===== config.mk =====
export PLATFORM = sky130hd
export DESIGN_NAME = decode_stage
export DESIGN_NICKNAME = d
export VERILOG_FILES = /design/src/rtl/decode_pkg.sv /design/src/rtl/immediate_lut.sv /design/src/rtl/decode_stage.sv
export SDC_FILE = /design/constraint.sdc
export NUM_CORES = 1
export LEC_CHECK = 0
export ABC_AREA = 0
export CORE_MARGIN = 1.5
export CORE_UTILIZATION = 41
export CTS_CLUSTER_DIAMETER = 100
export CTS_CLUSTER_SIZE = 30
export DETAILED_ROUTE_END_ITERATION = 7
export GPL_TIMING_DRIVEN = 0
export PLACE_DENSITY = 0.8
export SLEW_MARGIN = 20
export SYNTH_ARGS = -nofsm -noshare
export SYNTH_HDL_FRONTEND = slang
export SYNTH_SLANG_ARGS = --single-unit

===== constraint.sdc =====
create_clock -name clock -period 1.73 [get_ports clock]
set_input_delay 0.346 -clock clock [delete_from_list [all_inputs] [get_ports clock]]
set_output_delay 0.346 -clock clock [all_outputs]
set_load 0.02 [all_outputs]

===== src/rtl/decode_pkg.sv =====
// Shared types and constants for the decode stage: opcode and ALU encodings,
// the HALT pattern, the immediate lookup table and the stage state.
package decode_pkg;

    typedef enum logic [2:0] {
        OP_ADD  = 3'd0,
        OP_SUB  = 3'd1,
        OP_AND  = 3'd2,
        OP_SHL  = 3'd3,
        OP_LDI  = 3'd4,
        OP_LW   = 3'd5,
        OP_SW   = 3'd6,
        OP_BEQZ = 3'd7
    } opcode_e;

    typedef enum logic [2:0] {
        ALU_ADD = 3'd0,
        ALU_SUB = 3'd1,
        ALU_AND = 3'd2,
        ALU_SHL = 3'd3
    } alu_op_e;

    typedef enum logic {
        ST_RUN    = 1'b0,
        ST_HALTED = 1'b1
    } state_e;

    // HALT is BEQZ with idx 7: 9'b111_xxx_111 (rd field is don't-care).
    localparam logic [8:0] HALT_MASK  = 9'b111_000_111;
    localparam logic [8:0] HALT_MATCH = 9'b111_000_111;

    // Immediate table, entry 0 in the least significant byte.
    localparam logic [7:0][7:0] IMM_LUT = {
        8'd255, 8'd64, 8'd16, 8'd8, 8'd4, 8'd2, 8'd1, 8'd0
    };

endpackage


===== src/rtl/immediate_lut.sv =====
// Combinational immediate table: maps the 3-bit idx field to its constant.
module immediate_lut
    import decode_pkg::*;
#(
    parameter int DW = 8,
    parameter int PW = 3
) (
    input  logic [PW-1:0] idx,
    output logic [DW-1:0] value
);

    // Pure table lookup, resized to the data width.
    assign value = DW'(IMM_LUT[idx]);

endmodule


===== src/rtl/decode_stage.sv =====
// Single-cycle decode stage with a registered output bundle, load-use hazard
// detection, stall/flush handling and a terminal HALTED state.
module decode_stage
    import decode_pkg::*;
#(
    parameter int IW = 9,
    parameter int DW = 8,
    parameter int PW = 3
) (
    input  logic          clock,
    input  logic          reset,
    input  logic          instrValid,
    input  logic [IW-1:0] instruction,
    input  logic          stall,
    input  logic          flush,
    output logic          instrReady,
    output logic          outValid,
    output logic [PW-1:0] readRegister1,
    output logic [PW-1:0] readRegister2,
    output logic          immediate,
    output logic [DW-1:0] ltValue,
    output logic          regWrite,
    output logic          memRead,
    output logic          memWrite,
    output logic          branch,
    output logic [2:0]    aluOp,
    output logic          done
);

    typedef struct packed {
        logic          valid;
        logic [PW-1:0] rs1;
        logic [PW-1:0] rs2;
        logic          imm;
        logic [DW-1:0] lt;
        logic          reg_write;
        logic          mem_read;
        logic          mem_write;
        logic          branch;
        alu_op_e       alu_op;
    } decoded_t;

    localparam decoded_t BUBBLE = '0;

    opcode_e       opcode;
    logic [PW-1:0] rd;
    logic [PW-1:0] rs;
    logic [DW-1:0] lut_value;
    logic          is_halt;
    logic          reads_rd;
    logic          reads_rs;
    logic          hazard;
    decoded_t      dec;
    decoded_t      out_q, out_d;
    state_e        state_q, state_d;

    assign opcode  = opcode_e'(instruction[IW-1 -: 3]);
    assign rd      = instruction[2*PW-1 -: PW];
    assign rs      = instruction[PW-1:0];
    assign is_halt = (instruction & HALT_MASK) == HALT_MATCH;

    immediate_lut #(.DW(DW), .PW(PW)) u_lut (
        .idx   (rs),
        .value (lut_value)
    );

    // Field decode of the incoming instruction and its source-register usage.
    always_comb begin
        // NOTE: every signal gets a default first so no latch can be inferred.
        dec        = BUBBLE;
        dec.valid  = 1'b1;
        dec.rs1    = rd;
        dec.rs2    = rs;
        reads_rd   = 1'b0;
        reads_rs   = 1'b0;
        unique case (opcode)
            OP_ADD, OP_SUB, OP_AND: begin
                dec.reg_write = 1'b1;
                dec.alu_op    = alu_op_e'(opcode);
                reads_rd      = 1'b1;
                reads_rs      = 1'b1;
            end
            OP_SHL: begin
                dec.reg_write = 1'b1;
                dec.imm       = 1'b1;
                dec.lt        = lut_value;
                dec.alu_op    = ALU_SHL;
                reads_rd      = 1'b1;
            end
            OP_LDI: begin
                dec.reg_write = 1'b1;
                dec.imm       = 1'b1;
                dec.lt        = lut_value;
            end
            OP_LW: begin
                dec.reg_write = 1'b1;
                dec.mem_read  = 1'b1;
                reads_rs      = 1'b1;
            end
            OP_SW: begin
                dec.mem_write = 1'b1;
                reads_rd      = 1'b1;
                reads_rs      = 1'b1;
            end
            OP_BEQZ: begin
                dec.branch    = 1'b1;
                dec.imm       = 1'b1;
                dec.lt        = lut_value;
                reads_rd      = 1'b1;
            end
        endcase
    end

    // Load-use hazard: the load now on the outputs targets a register the
    // incoming instruction reads, so one bubble must separate them.
    assign hazard = out_q.valid && out_q.mem_read &&
                    ((reads_rd && (rd == out_q.rs1)) ||
                     (reads_rs && (rs == out_q.rs1)));

    assign instrReady = (state_q == ST_RUN) && !stall && !flush && !hazard;

    // Next-state and next-output selection: flush beats stall, stall holds.
    always_comb begin
        state_d = state_q;
        out_d   = out_q;
        unique case (state_q)
            ST_RUN: begin
                if (flush) begin
                    out_d = BUBBLE;
                end else if (!stall) begin
                    if (instrValid && !hazard) begin
                        if (is_halt) begin
                            out_d   = BUBBLE;
                            state_d = ST_HALTED;
                        end else begin
                            out_d = dec;
                        end
                    end else begin
                        out_d = BUBBLE;
                    end
                end
            end
            ST_HALTED: begin
                out_d = BUBBLE;
            end
        endcase
    end

    // State and output registers; reset clears to RUN with a bubble.
    always_ff @(posedge clock or posedge reset) begin
        if (reset) begin
            state_q <= ST_RUN;
            out_q   <= BUBBLE;
        end else begin
            // NOTE: non-blocking so every register samples pre-edge values.
            state_q <= state_d;
            out_q   <= out_d;
        end
    end

    assign outValid      = out_q.valid;
    assign readRegister1 = out_q.rs1;
    assign readRegister2 = out_q.rs2;
    assign immediate     = out_q.imm;
    assign ltValue       = out_q.lt;
    assign regWrite      = out_q.reg_write;
    assign memRead       = out_q.mem_read;
    assign memWrite      = out_q.mem_write;
    assign branch        = out_q.branch;
    assign aluOp         = out_q.alu_op;
    assign done          = (state_q == ST_HALTED);

endmodule


; ---- Word-level counts from Yosys, hierarchy flattened
; Memory sizes are Yosys's and may differ from the RTL's.
; Cells that the tools add are included.
[word_totals]
reg_bits = 24
latchBits = 0
ram_bits = 0
romBits = 64
wordCells = 62
memories = 1
[memory_table]
columns = memory, depth, word_bits, read_ports, rd_ports_with_merged_regs, write_ports, line
row1 = (no name shown), 8, 8, 1, 0, 0, immediate_lut.sv:13  ; assign value = DW'(IMM_LUT[idx]);
[op_classes]
add_sub_neg = 0
multipliers = 0
div = 0
n_lt_le_gt_ge = 1
eq_ne = 11
shifts = 0
muxes = 19
n_bitwise = 1
n_reduce_logical = 18
[ops]
columns = operator, n
row1 = $mux W23, 4
row2 = $pmux W23 S2, 1
row3 = $eq A3 B3 Y1 const B, 4
row4 = $reduce_or A6 Y1, 2
row5 = $mux W1, 11
row6 = $mux W9, 1
row7 = $logic_and A1 B1 Y1, 8
row8 = $mux W8, 1
row9 = $eq A3 B2 Y1 const B, 2
row10 = $eq A3 B3 Y1, 2
row11 = $eq A6 B6 Y1 const B, 1
row12 = $pmux W3 S2, 1
row13 = $reduce_or A3 Y1, 2
row14 = $reduce_or A5 Y1, 1
row15 = $lt A3 B4 Y1 const B, 1
row16 = $eq A3 B1 Y1 const B, 1
row17 = $logic_not A1 Y1, 3
row18 = $logic_not A3 Y1, 1
row19 = $ne A3 B3 Y1 const B, 1
row20 = $logic_or A1 B1 Y1, 1
row21 = $not A1 Y1, 1

; ---- Longest topological paths before layout
; Gate-level depths: netlist of run 1.
[logic_depth]
depth_word = 12
depth_mapped = 6
depth_no_buf = 4

; ---- Modules after synthesis
; Synthesis of run 1 repeated with hierarchy kept, for this count alone.
[hier_totals]
cells_unflattened = 118
hier_area_um2 = 1253.7
[by_module_without_submodules]
columns = mod, n_inst, cells_per_inst, area_per_inst_um2
row1 = decode_stage, 1, 104, 1132.3
row2 = immediate_lut, 1, 14, 121.4

; ---- Worst setup path before layout of run 1
; No wires, ideal clock.
[synth_path]
path_type = register to output
start = reg out_q (netlist bit readRegister1[0])
end = out instrReady
arrival_time_ps = 1493
required_time_ps = 1384
slack_ps = -109
stages_incl_launch_ff = 6
cell_sequence = dfrtp_1 > xnor2_1 > nand4_4 > or2_0 > buf_2 > and3_2
[synth_via]
elab_chain_cells = 6
word_cells_on_any_way = 8
cone_classes = eq/ne (2) / reduce/logical (6)
[synth_rtl]
columns = element, line
row1 = "start, declared", decode_stage.sv:54  ; decoded_t out_q, out_d;
row2 = "start signal, assigned", decode_stage.sv:157  ; out_q <= out_d;
row3 = "$eq A3 B3 Y1, on equally long branches", "decode_stage.sv:117, decode_stage.sv:118"
row4 = "$logic_and A1 B1 Y1, on equally long branches", "decode_stage.sv:117, decode_stage.sv:118"
row5 = $logic_or A1 B1 Y1 (*), decode_stage.sv:117  ; ((reads_rd && (rd == out_q.rs1)) ||
row6 = $logic_and A1 B1 Y1 (*), decode_stage.sv:116  ; assign hazard = out_q.valid && out_q.mem_read &&
row7 = $logic_not A1 Y1 (*), decode_stage.sv:120  ; assign instrReady = (state_q == ST_RUN) && !stall && !flush && !hazard;
row8 = $logic_and A1 B1 Y1 (*), decode_stage.sv:120
row9 = "end, declared", decode_stage.sv:16  ; output logic instrReady,
; Mark *: on every way between the ends. The rest lies on a longest branch, timed or not.

; ---- Final worst setup path of run 1
[layout_path]
start = in instruction[4]
end = out instrReady
[layout_via]
elab_chain_cells = 6
[layout_rtl]
columns = element, line
row1 = "start, declared", decode_stage.sv:13  ; input logic [IW-1:0] instruction,
row2 = $eq A3 B3 Y1, decode_stage.sv:117
row3 = $logic_and A1 B1 Y1, decode_stage.sv:117
row4 = $logic_or A1 B1 Y1, decode_stage.sv:117
row5 = $logic_and A1 B1 Y1, decode_stage.sv:116
row6 = $logic_not A1 Y1, decode_stage.sv:120
row7 = $logic_and A1 B1 Y1, decode_stage.sv:120
; No other way between the ends.

==> results of run 1 <==
-- worst max-delay path: stages --
cell and delay (ns):
clkdlybuf4s50_1 0.55, xnor2_2 0.13, and4_4 0.26, nand2_2 0.06, and3_4 0.16, buf_6 0.12
-- state kept, by name (all words and copies together) (netlist names) --
name and flops:
ltValue 7, aluOp 3, readRegister1 3, readRegister2 3, branch 1, done 1, immediate 1, memRead 1
memWrite 1, outValid 1, regWrite 1
-- routing by layer --
layer / wire length, µm / vias to the layer above
met5: 0 / -
met4: 0 / 0
met3: 161 / 0
met2: 1540 / 36
met1: 1390 / 536
li1: - / 517
-- metrics by stage --
step	utilization [%]	setup slack (ns)
after detailed placement	59.0	-1.09
after floorplan	-	0.00527
after global routing	63.0	-0.291
final	63.0	-0.254
after global placement	59.0	-1.06
after CTS	61.6	-0.338
-- area by class of cell --
class | count | area [µm²]
fill | 242 | 1030
timing repair buffer | 44 | 424
inverter | 5 | 18.8
clock buffer | 4 | 26.3
buffer | 7 | 48.8
multi-input combinational | 83 | 616
sequential | 23 | 579
tap | 31 | 38.8
-- logic make-up after synthesis --
logic type      count (synthesis)  share of synthesized area, %
fa+ha+maj                       3                          3.09
flops                          23                          47.4
xor+xnor                        6                          4.95
mux                             2                          1.65
buf+inv                        13                          5.67
compound gates                 31                          19.4
simple gates                   41                          17.8
-- synth_stat cells --
| library cell | instances |
|---|---|
| clkbuf_1 | 4 |
| and3_1 | 1 |
| a21bo_2 | 1 |
| a32o_1 | 6 |
| nor3_1 | 3 |
| buf_4 | 1 |
| a21o_1 | 1 |
| nand4_1 | 3 |
| xnor2_2 | 1 |
| nand3_1 | 1 |
| nor2b_1 | 1 |
| nand4_4 | 1 |
| mux2i_1 | 2 |
| a21boi_2 | 1 |
| and3_2 | 1 |
| or2_0 | 1 |
| nand2_1 | 20 |
| nand2b_1 | 2 |
| buf_6 | 2 |
| nor3b_1 | 1 |
| and2_1 | 2 |
| buf_2 | 1 |
| dfrtp_1 | 23 |
| xnor2_1 | 5 |
| nor2_1 | 3 |
| and4_4 | 1 |
| inv_1 | 5 |
| o31ai_1 | 4 |
| o41ai_2 | 1 |
| o211ai_1 | 6 |
| ha_1 | 3 |
| o21ai_1 | 11 |
-- path summary, 6_finish.rpt --
path	endpoint	startpoint	cells past startpoint
hold reg to reg	ltValue[0]$_DFFE_PP0P_	ltValue[0]$_DFFE_PP0P_	2
min in group asynchronous	aluOp[1]$_DFFE_PP0P_	reset	2
setup / recovery	instrReady	instruction[4]	6
max in group asynchronous	readRegister1[2]$_DFFE_PP0P_	reset	2
hold / removal	ltValue[6]$_DFFE_PP0P_	instruction[2]	3
setup reg to reg	aluOp[0]$_DFFE_PP0P_	readRegister1[1]$_DFFE_PP0P_	5
-- repair_timing --
action | in CTS | in global routing
setup buffers | 5 | 2
gates resized for setup | 19 | 10
pin swaps | 3 | 8
endpoints found under the setup margin | 18 | 9
-- cells in the final DEF, fill, tap and decap left out, drive strengths merged --
cell type and n:
clkdlybuf4s50 27, dfrtp 23, nand2 20, o21ai 11
buf 11, dlygate4sd2 8, clkbuf 8, o211ai 6
a32o 6, xnor2 6, inv 5, o31ai 4
nand4 4, nor3 3, nor2 3, ha 3
and2 2, mux2i 2, nand2b 2, and3 2
and4 1, a21bo 1, nand3 1, nor3b 1
a21boi 1, or2 1, a21o 1, o41ai 1
nor2b 1, dlymetal6s2s 1
-- power breakdown --
group / switching (mW) / total (mW) / internal (mW) / leakage (nW)
Sequential: 0.0116 / 0.564 / 0.552 / 0.312
Clock: 0.155 / 0.245 / 0.0898 / 0.0150
Combinational: 0.116 / 0.214 / 0.0974 / 0.475
==> results.json, run 1 <==
{
  "r2r_setup_slack_ns": 0.15,
  "portBuffers": 37,
  "wl_um": 3090,
  "fin_crit_sh_pct": 115,
  "netlist_instances": 119,
  "clk_transition_reported_paths_ns": 0.13,
  "grt_pass1_wl_um": 5060,
  "placed_area_um2": 1640,
  "busiest_layer": "met2",
  "yosys_warnings": 0,
  "dp_cells": 187,
  "cts_tree": "done",
  "initial_utilization_pct": 43.6,
  "worstHoldPathType": "input pin to flop",
  "drc": 0,
  "antenna_found_initial": 0,
  "powerDensity_nw_per_um2": 583,
  "tightestPinTransition_ns": 0.882,
  "met2_usage_pct": 34.4,
  "setup_tns_ns": -0.254,
  "antenna_cells": 0,
  "grt_pass1_vias": 1164,
  "hold_slack_ns": 0.334,
  "fin_area_um2": 1750,
  "cts-root-buf": "clkbuf_4",
  "min_period_ns": 1.98,
  "synth_area_leaders": "dfrtp_1 47%, nand2_1 6.2%, a32o_1 4.9%",
  "cts-buffers-inserted": 3,
  "io_pins": 39,
  "yosys.area.top_type": "dfrtp_1",
  "vias": 1089,
  "drive_gt1_share_pct": 20.5,
  "avgSynthCellArea_um2": 10.2,
  "slew_headroom_pct": 41.1,
  "die_w_um": 57.4,
  "synth_fp_nets": 136,
  "finalSetupViolCount": 1,
  "synth_top_area_share_pct": 47.4,
  "use_met1_pct": 24.1,
  "cap_violations": 0,
  "slew_viol_final": 0,
  "finalWeightedCongestion": 0.830,
  "worstPathArrival_ns": 1.64,
  "avgRoutedWirePerCell_um": 15.7,
  "crit_fanout": 3,
  "ir_worst_vdd_mv": 0.346,
  "ys_ff_latch": 23,
  "fp.coreArea_um2": 2780,
  "fin_cells": 197,
  "layout_setup_ws_ns": -0.254,
  "fin_nets": 184,
  "startpoint_type": "input pin",
  "grt-ovfl-total": 0,
  "synth-seq-area-share_pct": 47.4,
  "rsz0062_at_grt": "yes",
  "status": "finished, violations left",
  "clock_latency_ns": 0.30,
  "vias_per_cell": 5.53,
  "htreeDepth": 1,
  "final_hold_viol_count": 0,
  "synth_area_um2": 1210,
  "violations": "setup timing",
  "crit_required_ns": 1.38,
  "die_area_um2": 3300,
  "grt_use_met3_pct": 3.40,
  "syn2layout_area_growth_pct": 44.3,
  "max_clock_freq_ghz": 0.504,
  "rows": 19,
  "endpoint_kind": "output port",
  "finalClockSkew_ns": 0.00583,
  "crit_type": "input pin to output port",
  "drtIter0Drc": 16,
  "synth.distinct_cells": 32,
  "grt_usage_pct": 19.3,
  "cts.path.max_buffers": 2,
  "power.total_mw": 1.02,
  "antenna_left": 0,
  "dp_hpwl_um": 2230,
  "hold_buffers": 0,
  "leakage_nw": 0.802,
  "drt_pass1_iterations": 4,
  "die_h_um": 57.4,
  "clock-sinks": 23,
  "grt_max_degree": 24
}
Power figures use the tool's default switching activity.
==> run 2, diff against run 1 <==
==> constraint.sdc (replaced) <==
create_clock -name clock -period 1.73 [get_ports clock]
set_input_delay 0.2595 -clock clock [delete_from_list [all_inputs] [get_ports clock]]
set_output_delay 0.2595 -clock clock [all_outputs]
set_load 0.02 [all_outputs]
==> results.json, run 2 (synthesized netlist as in run 1, its figures left out) <==
{
  "antenna_found_initial": 0,
  "ir_worst_vdd_mv": 0.408,
  "powerDensity_nw_per_um2": 584,
  "holdPathStages": 3,
  "r2r-start": "readRegister1[1]$_DFFE_PP0P_",
  "cts-root-buf": "clkbuf_4",
  "violations": "setup timing",
  "vias": 1072,
  "fin_area_um2": 1760,
  "hold_end": "ltValue[6]$_DFFE_PP0P_",
  "startpoint_type": "flop",
  "final_common_cell": "clkdlybuf4s50_1",
  "placed_area_um2": 1640,
  "drc": 0,
  "crit_fanout": 3,
  "status": "finished, violations left",
  "crit_required_ns": 1.47,
  "r2r_setup_slack_ns": 0.20,
  "multiInputGateArea_um2": 616,
  "crit_slowest_cell": "dfrtp_2",
  "clock-sinks": 23,
  "finalSetupViolCount": 1,
  "path_common_cell": "buf_6",
  "fp.coreArea_um2": 2780,
  "worstHoldPathType": "input pin to flop",
  "avgRoutedWirePerCell_um": 15.0,
  "min_period_ns": 1.88,
  "finalClockSkew_ns": 0.00102,
  "largest_reg_flops": 7,
  "grt-ovfl-total": 0,
  "antenna_cells": 0,
  "rows": 19,
  "cts_tree": "done",
  "grt_pass1_wl_um": 4820,
  "vias_per_cell": 5.44,
  "die_w_um": 57.4,
  "tightestPinTransition_ns": 0.874,
  "dp_hpwl_um": 2110,
  "syn2layout_area_growth_pct": 44.9,
  "slew_headroom_pct": 41.7,
  "cp_slowest_stage_delay_ns": 0.45,
  "io_pins": 39,
  "rsz0062_at_grt": "yes",
  "finalWeightedCongestion": 0.833,
  "endpoint_kind": "output port",
  "fin_nets": 184,
  "fin_util_pct": 63.2,
  "grt_usage_pct": 18.6,
  "critical_path.cell_chain": "buf_6 -> xnor2_2 -> and4_4 -> nand2_2 -> and3_4 -> buf_6",
  "cts.path.max_buffers": 2,
  "layout_setup_ws_ns": -0.147,
  "cap_violations": 0,
  "max_clock_freq_ghz": 0.533,
  "drtIter0Drc": 23,
  "slew_viol_final": 0,
  "r2r-end": "ltValue[3]$_DFFE_PP0P_",
  "portBuffers": 37,
  "die_h_um": 57.4,
  "fillCellCount": 242,
  "htreeDepth": 1,
  "grt_pass1_vias": 1061,
  "hold_buffers": 0,
  "final_hold_viol_count": 0,
  "final_cell_mix": "29 x clkdlybuf4s50_1, 21 x dfrtp_1, 19 x nand2_1, 11 x o21ai_1",
  "cts-buffers-inserted": 3,
  "clock_latency_ns": 0.31,
  "worstPathArrival_ns": 1.62,
  "antenna_left": 0,
  "crit_type": "flop to output port",
  "regArea_um2": 578,
  "clk_transition_reported_paths_ns": 0.12,
  "fin_crit_sh_pct": 108,
  "wl_um": 2960,
  "drive_gt1_share_pct": 19.3,
  "ff2ff_path_depth": 6,
  "leakage_nw": 0.817,
  "min-delay-start": "instruction[2]",
  "drt_pass1_iterations": 4,
  "initial_utilization_pct": 43.6,
  "die_area_um2": 3300,
  "grt_max_degree": 24
}
[run 2: routing by layer]
metal,global-route usage [%],share of wire (%),vias to the layer above
li1,-,-,517
met1,24.9,44,520
met2,31.7,49,30
met3,3.17,5.3,5
met4,3.99,1.2,0
met5,0,0,-
[run 2: through the flow]
stage               TNS [ns]  total power [mW]  worst slack, ns  hold WS [ns]  std cells
global placement       -6.30             0.770           -0.860         0.468        187
finish                -0.147              1.03           -0.147         0.231        197
floorplan                  0             0.683           0.0236         0.261        119
detailed placement     -6.94             0.775           -0.879         0.467        187
global route          -0.209              1.07           -0.209         0.243        197
CTS                   -0.225              1.03           -0.225         0.229        196
[run 2: how the worst max path moves through the flow]
stage / from / endpoint / slack (ns) / cells after the start
4_1_cts: readRegister1[0]$_DFFE_PP0P_ / instrReady / -0.22 / 6
5_1_grt: readRegister1[1]$_DFFE_PP0P_ / instrReady / -0.21 / 6
3_5_place_dp: instruction[1] / instrReady / -0.88 / 7
2_1_floorplan: readRegister1[0]$_DFFE_PP0P_ / instrReady / 0.02 / 5
3_3_place_gp: instruction[0] / instrReady / -0.86 / 7
6_report: readRegister1[1]$_DFFE_PP0P_ / instrReady / -0.15 / 6
[run 2: power breakdown]
part	internal, mW	switching, mW	total [mW]
clock	0.0901	0.161	0.251
sequential	0.552	0.0112	0.563
combinational	0.0990	0.114	0.213
[run 2: repair_timing]
action	CTS	global route
gates cloned	0	0
pin swaps	5	5
gates resized for setup	14	15
setup buffers	5	2
setup endpoints to repair	4	16
[run 2: worst max-delay path: cells and delay by family, from the launching register on]
kind                   cells  cell delay [ns]
AND/OR/NAND/NOR            3             0.47
flip-flops                 1             0.45
buffers and inverters      2             0.25
XOR/XNOR                   1             0.13
[run 2: area by class of cell]
cell class | count | share of cell area [%]
plain buffers | 7 | 2.70
well taps | 31 | 2.20
inverters | 5 | 1.07
clock buffers | 4 | 1.49
flip-flops and latches | 23 | 32.9
multi-input cells | 83 | 35.0
repair buffers | 44 | 24.7
==> run 3, diff against run 2 <==
- CORE_MARGIN: 1.5 -> 2
==> results.json, run 3 (synthesized netlist as in run 1, its figures left out) <==
{
  "fin_nets": 185,
  "cts-root-buf": "clkbuf_4",
  "crit_required_ns": 1.47,
  "power.total_mw": 1.02,
  "holdPathStages": 3,
  "drc": 0,
  "cts.path.max_buffers": 2,
  "drive_gt1_share_pct": 19.2,
  "finalWeightedCongestion": 0.851,
  "endpoint_kind": "output port",
  "post-place-ws_ns": -0.908,
  "fp.coreArea_um2": 2780,
  "ff2ff_path_depth": 4,
  "finalSetupViolCount": 1,
  "syn2layout_area_growth_pct": 46.0,
  "slew_viol_final": 0,
  "die_h_um": 58.4,
  "crit_fanout": 3,
  "p_comb_share_pct": 21.1,
  "final_cell_mix": "29 x clkdlybuf4s50_1, 21 x dfrtp_1, 19 x nand2_1, 11 x o21ai_1, 7 x buf_4",
  "cts_tree": "done",
  "wl_um": 2980,
  "net-switching-power_uw": 277,
  "r2r_setup_slack_ns": 0.16,
  "r2r-start": "done$_DFF_PP0_",
  "layout_setup_ws_ns": -0.138,
  "max_clock_freq_ghz": 0.535,
  "fin_util_pct": 63.7,
  "finalClockSkew_ns": 0.00283,
  "status": "finished, violations left",
  "grt-ovfl-total": 0,
  "final_hold_viol_count": 0,
  "crit_type": "flop to output port",
  "startpoint_type": "flop",
  "hold_end": "ltValue[6]$_DFFE_PP0P_",
  "htreeDepth": 1,
  "tightestPinTransition_ns": 0.874,
  "p_clk_share_pct": 23.7,
  "final_common_cell": "clkdlybuf4s50_1",
  "slew_headroom_pct": 41.7,
  "power.share.switching_pct": 27.2,
  "antenna_found_initial": 0,
  "drtIter0Drc": 24,
  "worstPathArrival_ns": 1.61,
  "grt_pass1_wl_um": 5090,
  "antenna_cells": 0,
  "power_frac_seq_pct": 55.2,
  "violations": "setup timing",
  "largest_reg_flops": 7,
  "rsz0062_at_grt": "yes",
  "min_period_ns": 1.87,
  "setup_tns_ns": -0.138,
  "rows": 19,
  "dp_hpwl_um": 2160,
  "clock_latency_ns": 0.30,
  "die_area_um2": 3410,
  "drt_pass1_iterations": 4,
  "cap_violations": 0,
  "avgRoutedWirePerCell_um": 15.1,
  "initial_utilization_pct": 43.6,
  "io_pins": 39,
  "powerDensity_nw_per_um2": 575,
  "internal_power_uw": 742,
  "fin_crit_sh_pct": 108,
  "clock-sinks": 23,
  "vias": 1075,
  "cts-buffers-inserted": 3,
  "ir_worst_vdd_mv": 0.497,
  "antenna_left": 0,
  "grt_max_degree": 24,
  "clk_transition_reported_paths_ns": 0.12,
  "grt_usage_pct": 19.6,
  "die_w_um": 58.4,
  "portBuffers": 37,
  "min-delay-start": "instruction[2]",
  "worstHoldPathType": "input pin to flop",
  "grt_pass1_vias": 1131,
  "r2r-end": "ltValue[6]$_DFFE_PP0P_",
  "vias_per_cell": 5.43,
  "leakage_nw": 0.821
}
## run 3: cell type report
type                       instances  area, µm²
clock buffer                       4       26.3
tap                               31       38.8
fill                             242       1010
inverter                           5       18.8
timing repair buffer              45        442
sequential                        23        578
buffer                             7       45.0
multi-input combinational         83        623
## run 3: power by group through the flow
stage / clock network [mW] / registers (mW) / logic, mW
finish: 0.242 / 0.563 / 0.215
global route: 0.270 / 0.566 / 0.234
CTS: 0.252 / 0.563 / 0.207
detailed placement: 0 / 0.575 / 0.200
global placement: 0 / 0.574 / 0.196
floorplan: 0 / 0.591 / 0.0917
## run 3: how the worst max path moves through the flow
stage,depth (start not counted),startpoint,slack (ns),to
detailed placement,7,instruction[1],-0.91,instrReady
floorplan,5,readRegister1[0]$_DFFE_PP0P_,0.02,instrReady
finish,6,readRegister1[1]$_DFFE_PP0P_,-0.14,instrReady
CTS,6,readRegister1[0]$_DFFE_PP0P_,-0.22,instrReady
global route,6,readRegister1[1]$_DFFE_PP0P_,-0.22,instrReady
global placement,7,instruction[0],-0.86,instrReady
## run 3: through the flow
| step | std cells | area [µm²] | hold slack (ns) |
|---|---|---|---|
| 6_report | 198 | 1770 | 0.232 |
| 5_1_grt | 198 | 1770 | 0.237 |
| 4_1_cts | 196 | 1710 | 0.228 |
| 3_5_place_dp | 187 | 1640 | 0.471 |
| 3_3_place_gp | 187 | 1640 | 0.468 |
| 2_1_floorplan | 119 | 1230 | 0.261 |
## run 3: timing repair
item                       4_1_cts  5_1_grt
setup buffers                    5        3
resized for setup               15       11
hold buffers                     0        0
setup endpoints to repair       11        3
pin swaps                        5        5
## run 3: routing by layer
metal | global-route usage (%) | wire [µm]
met3 | 3.52 | 170
met1 | 24.9 | 1240
met5 | 0 | 0
met2 | 33.7 | 1530
met4 | 5.98 | 36
## run 3: worst max-delay path: stages, from the launching register on
cell and delay, ns:
dfrtp_2 0.45, buf_6 0.13, xnor2_2 0.13, and4_4 0.26, nand2_2 0.06, and3_4 0.15, buf_6 0.12
